### config.mk
export PLATFORM = sky130hd
export DESIGN_NAME = camera_capture_ctrl
export DESIGN_NICKNAME = d
export VERILOG_FILES = /design/src/rtl/camera_capture_ctrl.sv
export SDC_FILE = /design/constraint.sdc
export NUM_CORES = 1
export LEC_CHECK = 0
export ABC_AREA = 1
export CAP_MARGIN = 20
export CORE_MARGIN = 8
export CORE_UTILIZATION = 40
export CTS_CLUSTER_DIAMETER = 40
export DETAILED_ROUTE_END_ITERATION = 8
export PLACE_DENSITY_LB_ADDON = 0.12
export SYNTH_ARGS = -nofsm -noshare
export SYNTH_HDL_FRONTEND = slang
export SYNTH_SLANG_ARGS = --single-unit
### constraint.sdc
create_clock -name clk -period 2.9 [get_ports clk]
set_input_delay 0.58 -clock clk [delete_from_list [all_inputs] [get_ports clk]]
set_output_delay 0.58 -clock clk [all_outputs]
set_load 0.03 [all_outputs]
### src/rtl/camera_capture_ctrl.sv
// Frame-capture sequencer: arms on start, optionally decimates frames, gates whole
// frames from the camera stream to the output, checks frame size and watches for stalls.
module camera_capture_ctrl #(
    parameter int COLS   = 16,
    parameter int ROWS   = 12,
    parameter int SKIP_W = 4,
    parameter int TO_W   = 24
) (
    input  logic                              clk,
    input  logic                              rst_n,
    input  logic                              start,
    input  logic                              stop,
    input  logic                              continuous,
    input  logic [SKIP_W-1:0]                 skip,
    input  logic [TO_W-1:0]                   timeout,
    input  logic                              err_clr,
    input  logic                              i_sof,
    input  logic                              i_eof,
    input  logic                              i_vld,
    input  logic [7:0]                        i_dat,
    output logic                              o_sof,
    output logic                              o_eof,
    output logic                              o_vld,
    output logic [7:0]                        o_dat,
    output logic                              busy,
    output logic                              done,
    output logic                              err_size,
    output logic                              err_timeout,
    output logic [15:0]                       frame_cnt,
    output logic [$clog2(ROWS*COLS+1)-1:0]    pix_cnt
);

    localparam int FRAME_PIX = ROWS * COLS;
    localparam int PIX_W     = $clog2(FRAME_PIX + 1);
    localparam logic [PIX_W-1:0] PIX_MAX   = '1;
    localparam logic [PIX_W-1:0] PIX_FRAME = PIX_W'(FRAME_PIX);

    typedef enum logic [1:0] {
        IDLE    = 2'd0,
        ARM     = 2'd1,
        DROP    = 2'd2,
        CAPTURE = 2'd3
    } state_t;

    state_t              state_q, state_d;
    logic [SKIP_W-1:0]   skip_cnt_q, skip_cnt_d;
    logic [PIX_W-1:0]    pix_cnt_q, pix_cnt_d;
    logic [15:0]         frame_cnt_q, frame_cnt_d;
    logic [TO_W-1:0]     wd_cnt_q, wd_cnt_d;
    logic                stop_pend_q, stop_pend_d;
    logic                err_size_q, err_size_d;
    logic                err_timeout_q, err_timeout_d;
    logic                done_pend_q, done_q;
    logic                o_vld_q, o_sof_q, o_eof_q;
    logic [7:0]          o_dat_q;

    logic                fwd;
    logic                frame_end;
    logic                good;
    logic                wd_expire;
    logic                err_size_set;
    logic                err_timeout_set;
    logic [PIX_W-1:0]    cap_cnt;

    function automatic logic [PIX_W-1:0] sat_inc(input logic [PIX_W-1:0] v);
        return (v == PIX_MAX) ? v : v + PIX_W'(1);
    endfunction

    assign wd_expire = (timeout != '0) && (wd_cnt_q == timeout - TO_W'(1));

    always_comb begin
        state_d         = state_q;
        skip_cnt_d      = skip_cnt_q;
        pix_cnt_d       = pix_cnt_q;
        frame_cnt_d     = frame_cnt_q;
        stop_pend_d     = stop_pend_q;
        err_size_set    = 1'b0;
        err_timeout_set = 1'b0;
        fwd             = 1'b0;
        frame_end       = 1'b0;
        good            = 1'b0;
        cap_cnt         = pix_cnt_q;

        if (state_q != IDLE && wd_expire) begin
            // Stalled sensor: abandon whatever is in flight without an o_eof.
            state_d         = IDLE;
            err_timeout_set = 1'b1;
            stop_pend_d     = 1'b0;
        end else begin
            unique case (state_q)
                IDLE: begin
                    stop_pend_d = 1'b0;
                    if (start && !stop) begin
                        state_d    = ARM;
                        skip_cnt_d = skip;
                    end
                end
                ARM: begin
                    if (stop) begin
                        state_d = IDLE;
                    end else if (i_vld && i_sof) begin
                        if (skip_cnt_q == '0) begin
                            state_d = CAPTURE;
                            fwd     = 1'b1;
                            cap_cnt = PIX_W'(1);
                        end else begin
                            skip_cnt_d = skip_cnt_q - SKIP_W'(1);
                            // A one-pixel frame is already over, so stay armed.
                            if (!i_eof) state_d = DROP;
                        end
                    end
                end
                DROP: begin
                    if (stop) begin
                        state_d = IDLE;
                    end else if (i_vld && i_eof) begin
                        state_d = ARM;
                    end
                end
                CAPTURE: begin
                    if (stop) stop_pend_d = 1'b1;
                    if (i_vld) begin
                        fwd = 1'b1;
                        if (i_sof) begin
                            err_size_set = 1'b1;
                            cap_cnt      = PIX_W'(1);
                        end else begin
                            cap_cnt = sat_inc(pix_cnt_q);
                        end
                    end
                end
                default: state_d = IDLE;
            endcase

            if (fwd) begin
                pix_cnt_d = cap_cnt;
                frame_end = i_eof;
            end

            if (frame_end) begin
                if (cap_cnt == PIX_FRAME) begin
                    good        = 1'b1;
                    frame_cnt_d = frame_cnt_q + 16'd1;
                end else begin
                    err_size_set = 1'b1;
                end
                if (continuous && !(stop_pend_q || stop)) begin
                    state_d    = ARM;
                    skip_cnt_d = skip;
                end else begin
                    state_d = IDLE;
                end
            end
        end

        if (state_d != state_q || i_vld) begin
            wd_cnt_d = '0;
        end else if (state_q != IDLE) begin
            wd_cnt_d = wd_cnt_q + TO_W'(1);
        end else begin
            wd_cnt_d = wd_cnt_q;
        end

        // A new error event beats a simultaneous clear.
        err_size_d    = (err_size_q & ~err_clr) | err_size_set;
        err_timeout_d = (err_timeout_q & ~err_clr) | err_timeout_set;
    end

    always_ff @(posedge clk or negedge rst_n) begin
        if (!rst_n) begin
            state_q       <= IDLE;
            skip_cnt_q    <= '0;
            pix_cnt_q     <= '0;
            frame_cnt_q   <= '0;
            wd_cnt_q      <= '0;
            stop_pend_q   <= 1'b0;
            err_size_q    <= 1'b0;
            err_timeout_q <= 1'b0;
            done_pend_q   <= 1'b0;
            done_q        <= 1'b0;
            o_vld_q       <= 1'b0;
            o_sof_q       <= 1'b0;
            o_eof_q       <= 1'b0;
            o_dat_q       <= '0;
        end else begin
            state_q       <= state_d;
            skip_cnt_q    <= skip_cnt_d;
            pix_cnt_q     <= pix_cnt_d;
            frame_cnt_q   <= frame_cnt_d;
            wd_cnt_q      <= wd_cnt_d;
            stop_pend_q   <= stop_pend_d;
            err_size_q    <= err_size_d;
            err_timeout_q <= err_timeout_d;
            // done trails o_eof by one cycle.
            done_pend_q   <= good;
            done_q        <= done_pend_q;
            o_vld_q       <= fwd;
            o_sof_q       <= fwd & i_sof;
            o_eof_q       <= fwd & i_eof;
            if (fwd) o_dat_q <= i_dat;
        end
    end

    assign o_vld       = o_vld_q;
    assign o_sof       = o_sof_q;
    assign o_eof       = o_eof_q;
    assign o_dat       = o_dat_q;
    assign busy        = (state_q != IDLE);
    assign done        = done_q;
    assign err_size    = err_size_q;
    assign err_timeout = err_timeout_q;
    assign frame_cnt   = frame_cnt_q;
    assign pix_cnt     = pix_cnt_q;

endmodule
Yosys cells after proc, flatten, opt, wreduce, memory -nomap -nowiden --
Index checks and enable logic that the tools add are counted.
Word-level totals: logic and storage cells 104, output and inout port bits 39, register bits 70
Operators by class: bitwise gates (word level) 8, $add $sub $neg 5, equality and inequality tests 8, reduce and logical (&&, ||, !) cells 19, mux-type cells 50
Operator list (count):
- 8-bit 2-to-1 mux | 7
- 24-bit 2-to-1 mux | 2
- 24-bit by 1-bit adder with 24-bit output (second input constant) | 1
- 24-bit == test | 1
- 4-bit 2-to-1 mux | 6
- 24-bit nonzero test | 1
- 24-bit by 1-bit subtractor with 24-bit output (second input constant) | 1
- 1-bit 2-to-1 mux | 21
- 2-bit 2-to-1 mux | 9
- 16-bit by 1-bit adder with 16-bit output (second input constant) | 1
- 8-bit == test (second input constant) | 2
- 8-bit case mux with 2 select lines | 1
- 8-bit by 1-bit adder with 8-bit output (second input constant) | 1
- 4-bit case mux with 2 select lines | 1
- 1-bit logical AND | 6
- 2-bit case mux with 3 select lines | 1
- 1-bit bitwise AND | 4
- 2-bit == test (second input constant) | 2
- 4-bit zero test | 1
- 1-bit case mux with 2 select lines | 2
- 2-bit AND reduction | 2
- 2-bit nonzero test | 2
- 4-bit by 1-bit subtractor with 4-bit output (second input constant) | 1
- 3-bit inequality test (second input constant) | 1
- 9 further kinds | 13

Depth between registers and ports, before layout --
word-level depth 13, mapped depth 20

Least setup slack after synthesis --
OpenSTA, ideal clock, no wires.
path type input to register, start point input port timeout[0], end point register wd_cnt_q[12], setup slack 0.392 ns, stages on the path 19, required time 2.778 ns, arrival time 2.386 ns, library setup time 0.122 ns, cells stage by stage inv_1 -> ha_1 -> nand2_2 -> nor2_4 -> nand2_1 -> nand2_1 -> nand2_1 -> nor2_1 -> nand2_1 -> nor2_1 -> nand2_1 -> nor2_2 -> nand3_2 -> buf_6 -> nand3_2 -> nand2_2 -> nand2_4 -> buf_12 -> nor2_2
On the way: longest elaborated chain between the ends 8, elaborated cells between the ends (all ways) 10, classes of those cells 1 x add/sub; 2 x eq/ne; 2 x mux; 5 x reduce/logical
Ends and longest elaborated chain:
- start, declared | RTL line 15 | input logic [TO_W-1:0] timeout,
- 24-bit by 1-bit subtractor with 24-bit output | RTL line 69 | assign wd_expire = (timeout != '0) && (wd_cnt_q == timeout - TO_W'(1));
- 24-bit == test | RTL line 69
- 1-bit logical AND * | RTL line 69
- 1-bit logical AND * | RTL line 84 | if (state_q != IDLE && wd_expire) begin
- 2-bit 2-to-1 mux * | RTL line 84
- 2-bit inequality test * | RTL line 156 | if (state_d != state_q || i_vld) begin
- 1-bit logical OR * | RTL line 156
- 24-bit 2-to-1 mux / 2-bit nonzero test (equally long branches)
- end signal, assigned | RTL line 190 | wd_cnt_q <= wd_cnt_d;
- end, declared | RTL line 49 | logic [TO_W-1:0] wd_cnt_q, wd_cnt_d;
Mark *: on every way between the ends. The rest lies on a longest branch, timed or not. A chain may end at the register's enable or synchronous reset.

Worst setup path in the final report --
start point input port timeout[17], end point register wd_cnt_q[15]
Same word-level chain as after synthesis.

==> out/results.ini <==
[outcome]
status=completed

[worst_setup_path]
r2r-start=pix_cnt[0]
path_max_fanout=12
cp-end-kind=register
reg2reg_depth=16
cp_common_cell=nand2_1
critical-path-top-delay-family=simple AND/OR/NAND/NOR gates
worst_ep_arrival_time_ns=2.93
crit_required_ns=3.11
start_kind=input pin
crit_type=in2reg
slowest_stage=clkdlybuf4s50_1
crit_buf_inv=4
r2r_slack_ns=0.49
crit_chain=clkdlybuf4s50_1, or2_2, nor2_1, buf_4, nand3_1, nand2_1, nand2_1, nor2_1, nand2_1, inv_1, nand2_1, nor2_4, nand3_4, buf_4, nand3_2, nand2_4, nand2_8, nor2_1
rr_endpoint=frame_cnt[9]
cpPeakStageDelay_ns=0.46

[routing]
wl_met2_um=6906
avgRoutedWirePerCell_um=13.78
vias=5232
drc_errors=0
drt_iter0_markers=371
wl_met3_um=717
drt-total-wl_um=14770
dr.pass1.iters=5
ant_nets=0
wl_met1_um=6765
avgViaCountPerCell=4.881
top_layer=met4

[synthesis]
avgSynthCellArea_um2=6.776
synth_cell_types=37
syn_area_um2=5069
ys_seq_elements=70
syn-num-nets=799
synth_top_family_by_area=simple AND/OR/NAND/NOR gates
synthArstFlopShare_pct=100.0
synth_top_cell_area_share_pct=34.56
yosysTopAreaCell=dfrtp_1
yosys-mux-area-fraction_pct=0.5924
yosys_warnings=0
synth_enable_flop_cells=0
synth_compound_area_share_pct=6.319
ys.flop_type=dfrtp_1
synthAdderAreaFrac_pct=1.481
yosys-top-cells-area=dfrtp_1 (35%), nand2_1 (16%), inv_1 (7.6%)
synth_xor_area_share_pct=7.776
syn_inst=748
synthSimpleGateAreaFrac_pct=39.57
yosysSeqAreaShare_pct=34.56

[sta]
period_minus_slack_ns=2.717
maxSlewViolCount=0
fmax_mhz=368.1
finalCritPeriodShare_pct=93.68
worstMarginPinSlew_ns=0.7167
hold_viol_final=0
fin_worst_skew_ns=0.005613
setup_viol=0
slew-limit-headroom_pct=52.22

[global_route]
grt_usage_pct=18.12
grt_pass1_vias=5056
antenna_found_initial=0
grt_overflow=0
grt_max_degree=43
grt_pass1_wl_um=24320

[place]
dpl_cell_area_um2=6454
gp_congestion=0.9002
port_buffers=83
dp_hpwl_um=11480

[clocking]
cts_num_sinks=70
htree_levels=3
cts_max_path_buffers=2
clockRootBuffer=clkbuf_16
hold_buffers=0
numCtsBuffers=9
clock_latency_ns=0.33
cts_tree=yes
clkTransAtPathRegs_ns=0.05

[die]
rows=41
die_w_um=128.6
pin_count=84
coreArea_um2=12520
initial_core_util_pct=40.49
die_y_um=128.6
fp.dieArea_um2=16530

[final_layout]
layout_common_cells=nand2_1 (215), inv_1 (101), nor2_1 (77)
diodes=0
area_growth_pct=37.89
nets=946
layout_commonest_cell=nand2_1
fin_area_um2=6989
drive_above_1_share_pct=15.33
fill_cells=1245

[power]
power_frac_clock_pct=31.8
p_seq_share_pct=33.3
p_total_mw=3.816
total_leakage_power_nw=3.344
internal_power_mw=2.469
p_sw_mw=1.347
vdd_drop_max_uv=478.0
combPwrFrac_pct=34.9
sw_frac_of_total_pct=35.29
power.density_nw_per_um2=546.0

[flow_run]
drv_cap=0

[min_path]
hold_class=in2async

synthesized netlist by cell type (2+ instances only):
| library cell | n |
|---|---|
| nand4_1 | 14 |
| nor3_1 | 14 |
| nand2_4 | 3 |
| nand3_2 | 2 |
| nand3b_1 | 4 |
| o22ai_1 | 3 |
| nor4_1 | 4 |
| buf_2 | 2 |
| buf_6 | 5 |
| nor2_2 | 17 |
| nand2_1 | 216 |
| o211ai_1 | 2 |
| xor2_1 | 35 |
| or2_2 | 2 |
| xnor2_1 | 10 |
| dfrtp_1 | 70 |
| a22oi_1 | 2 |
| nor2_1 | 95 |
| nor2_4 | 5 |
| nand2_2 | 5 |
| nand3_1 | 73 |
| o21ai_0 | 32 |
| a21oi_1 | 9 |
| inv_1 | 103 |
| ha_1 | 6 |
| mux2i_1 | 3 |
| buf_4 | 2 |
power groups by stage:
stage	logic, mW	clock network [mW]	registers, mW
3_5_place_dp	1.27	0	1.28
5_1_grt	1.46	1.29	1.29
2_1_floorplan	0.592	0	1.45
3_3_place_gp	1.25	0	1.28
4_1_cts	1.29	1.25	1.27
6_report	1.33	1.21	1.27
final cells by class:
type / instances / area (um2) / area share [%]
multi-input cells: 565 / 2949 / 42.19
clock inverters: 3 / 65.06 / 0.9309
flip-flops and latches: 70 / 1752 / 25.06
clock buffers: 13 / 270.3 / 3.867
repair buffers: 145 / 1348 / 19.28
inverters: 104 / 390.4 / 5.585
well taps: 172 / 215.2 / 3.079
timing repair:
| item | CTS | global route |
|---|---|---|
| pin swaps | 0 | 9 |
| gates resized for setup | 2 | 41 |
| endpoints found under the setup margin | 47 | 65 |
| setup buffers | 0 | 6 |
| gates cloned | 0 | 1 |
state kept, by name (all words and copies together) (netlist names):
register,cells
o_sof,1
done,1
o_dat,8
err_timeout,1
o_eof,1
err_size,1
skip_cnt_q,4
o_vld,1
state_q,2
pix_cnt,8
wd_cnt_q,24
frame_cnt,16
done_pend_q,1
stop_pend_q,1
per-stage QoR:
step	setup slack, ns	hold slack (ns)	cells	setup TNS [ns]	util (%)
global placement	-0.2915	0.3381	1049	-16.61	51.56
finish	0.1833	0.3020	1072	0	55.84
CTS	0.01107	0.3202	1065	0	54.33
floorplan	0.3917	0.2844	748	0	-
detailed placement	-0.4008	0.3405	1049	-22.06	51.56
global route	-0.009111	0.3626	1072	-0.03141	55.84
logic make-up after synthesis:
family          count (synthesis)
buf+inv                       114
xor+xnor                       45
compound gates                 56
mux                             3
flops                          70
simple gates                  454
fa+ha+maj                       6
how the worst max path moves through the flow:
| stage | from | end | slack [ns] | depth (start not counted) |
|---|---|---|---|---|
| final | timeout[17] | wd_cnt_q[15] | 0.18 | 18 |
| after global routing | timeout[11] | wd_cnt_q[23] | -0.009 | 18 |
| after CTS | timeout[0] | pix_cnt[7] | 0.01 | 19 |
| after detailed placement | timeout[3] | wd_cnt_q[16] | -0.40 | 15 |
| after global placement | timeout[3] | pix_cnt[1] | -0.29 | 13 |
| after floorplan | timeout[0] | wd_cnt_q[12] | 0.39 | 19 |
worst register-to-register path, delay by kind of cell (launching register included):
| family | cells | cell delay (ns) |
|---|---|---|
| simple gates | 13 | 1.36 |
| compound gates | 1 | 0.11 |
| fa+ha+maj | 1 | 0.26 |
| flops | 1 | 0.44 |
| buf+inv | 1 | 0.14 |
per-layer routing:
layer	vias to the layer above	GRT usage [%]
li1	2657	-
met2	134	29.87
met4	0	6.358
met3	26	4.013
met1	2415	22.92
met5	-	0
(Power assumes the default switching activity.)
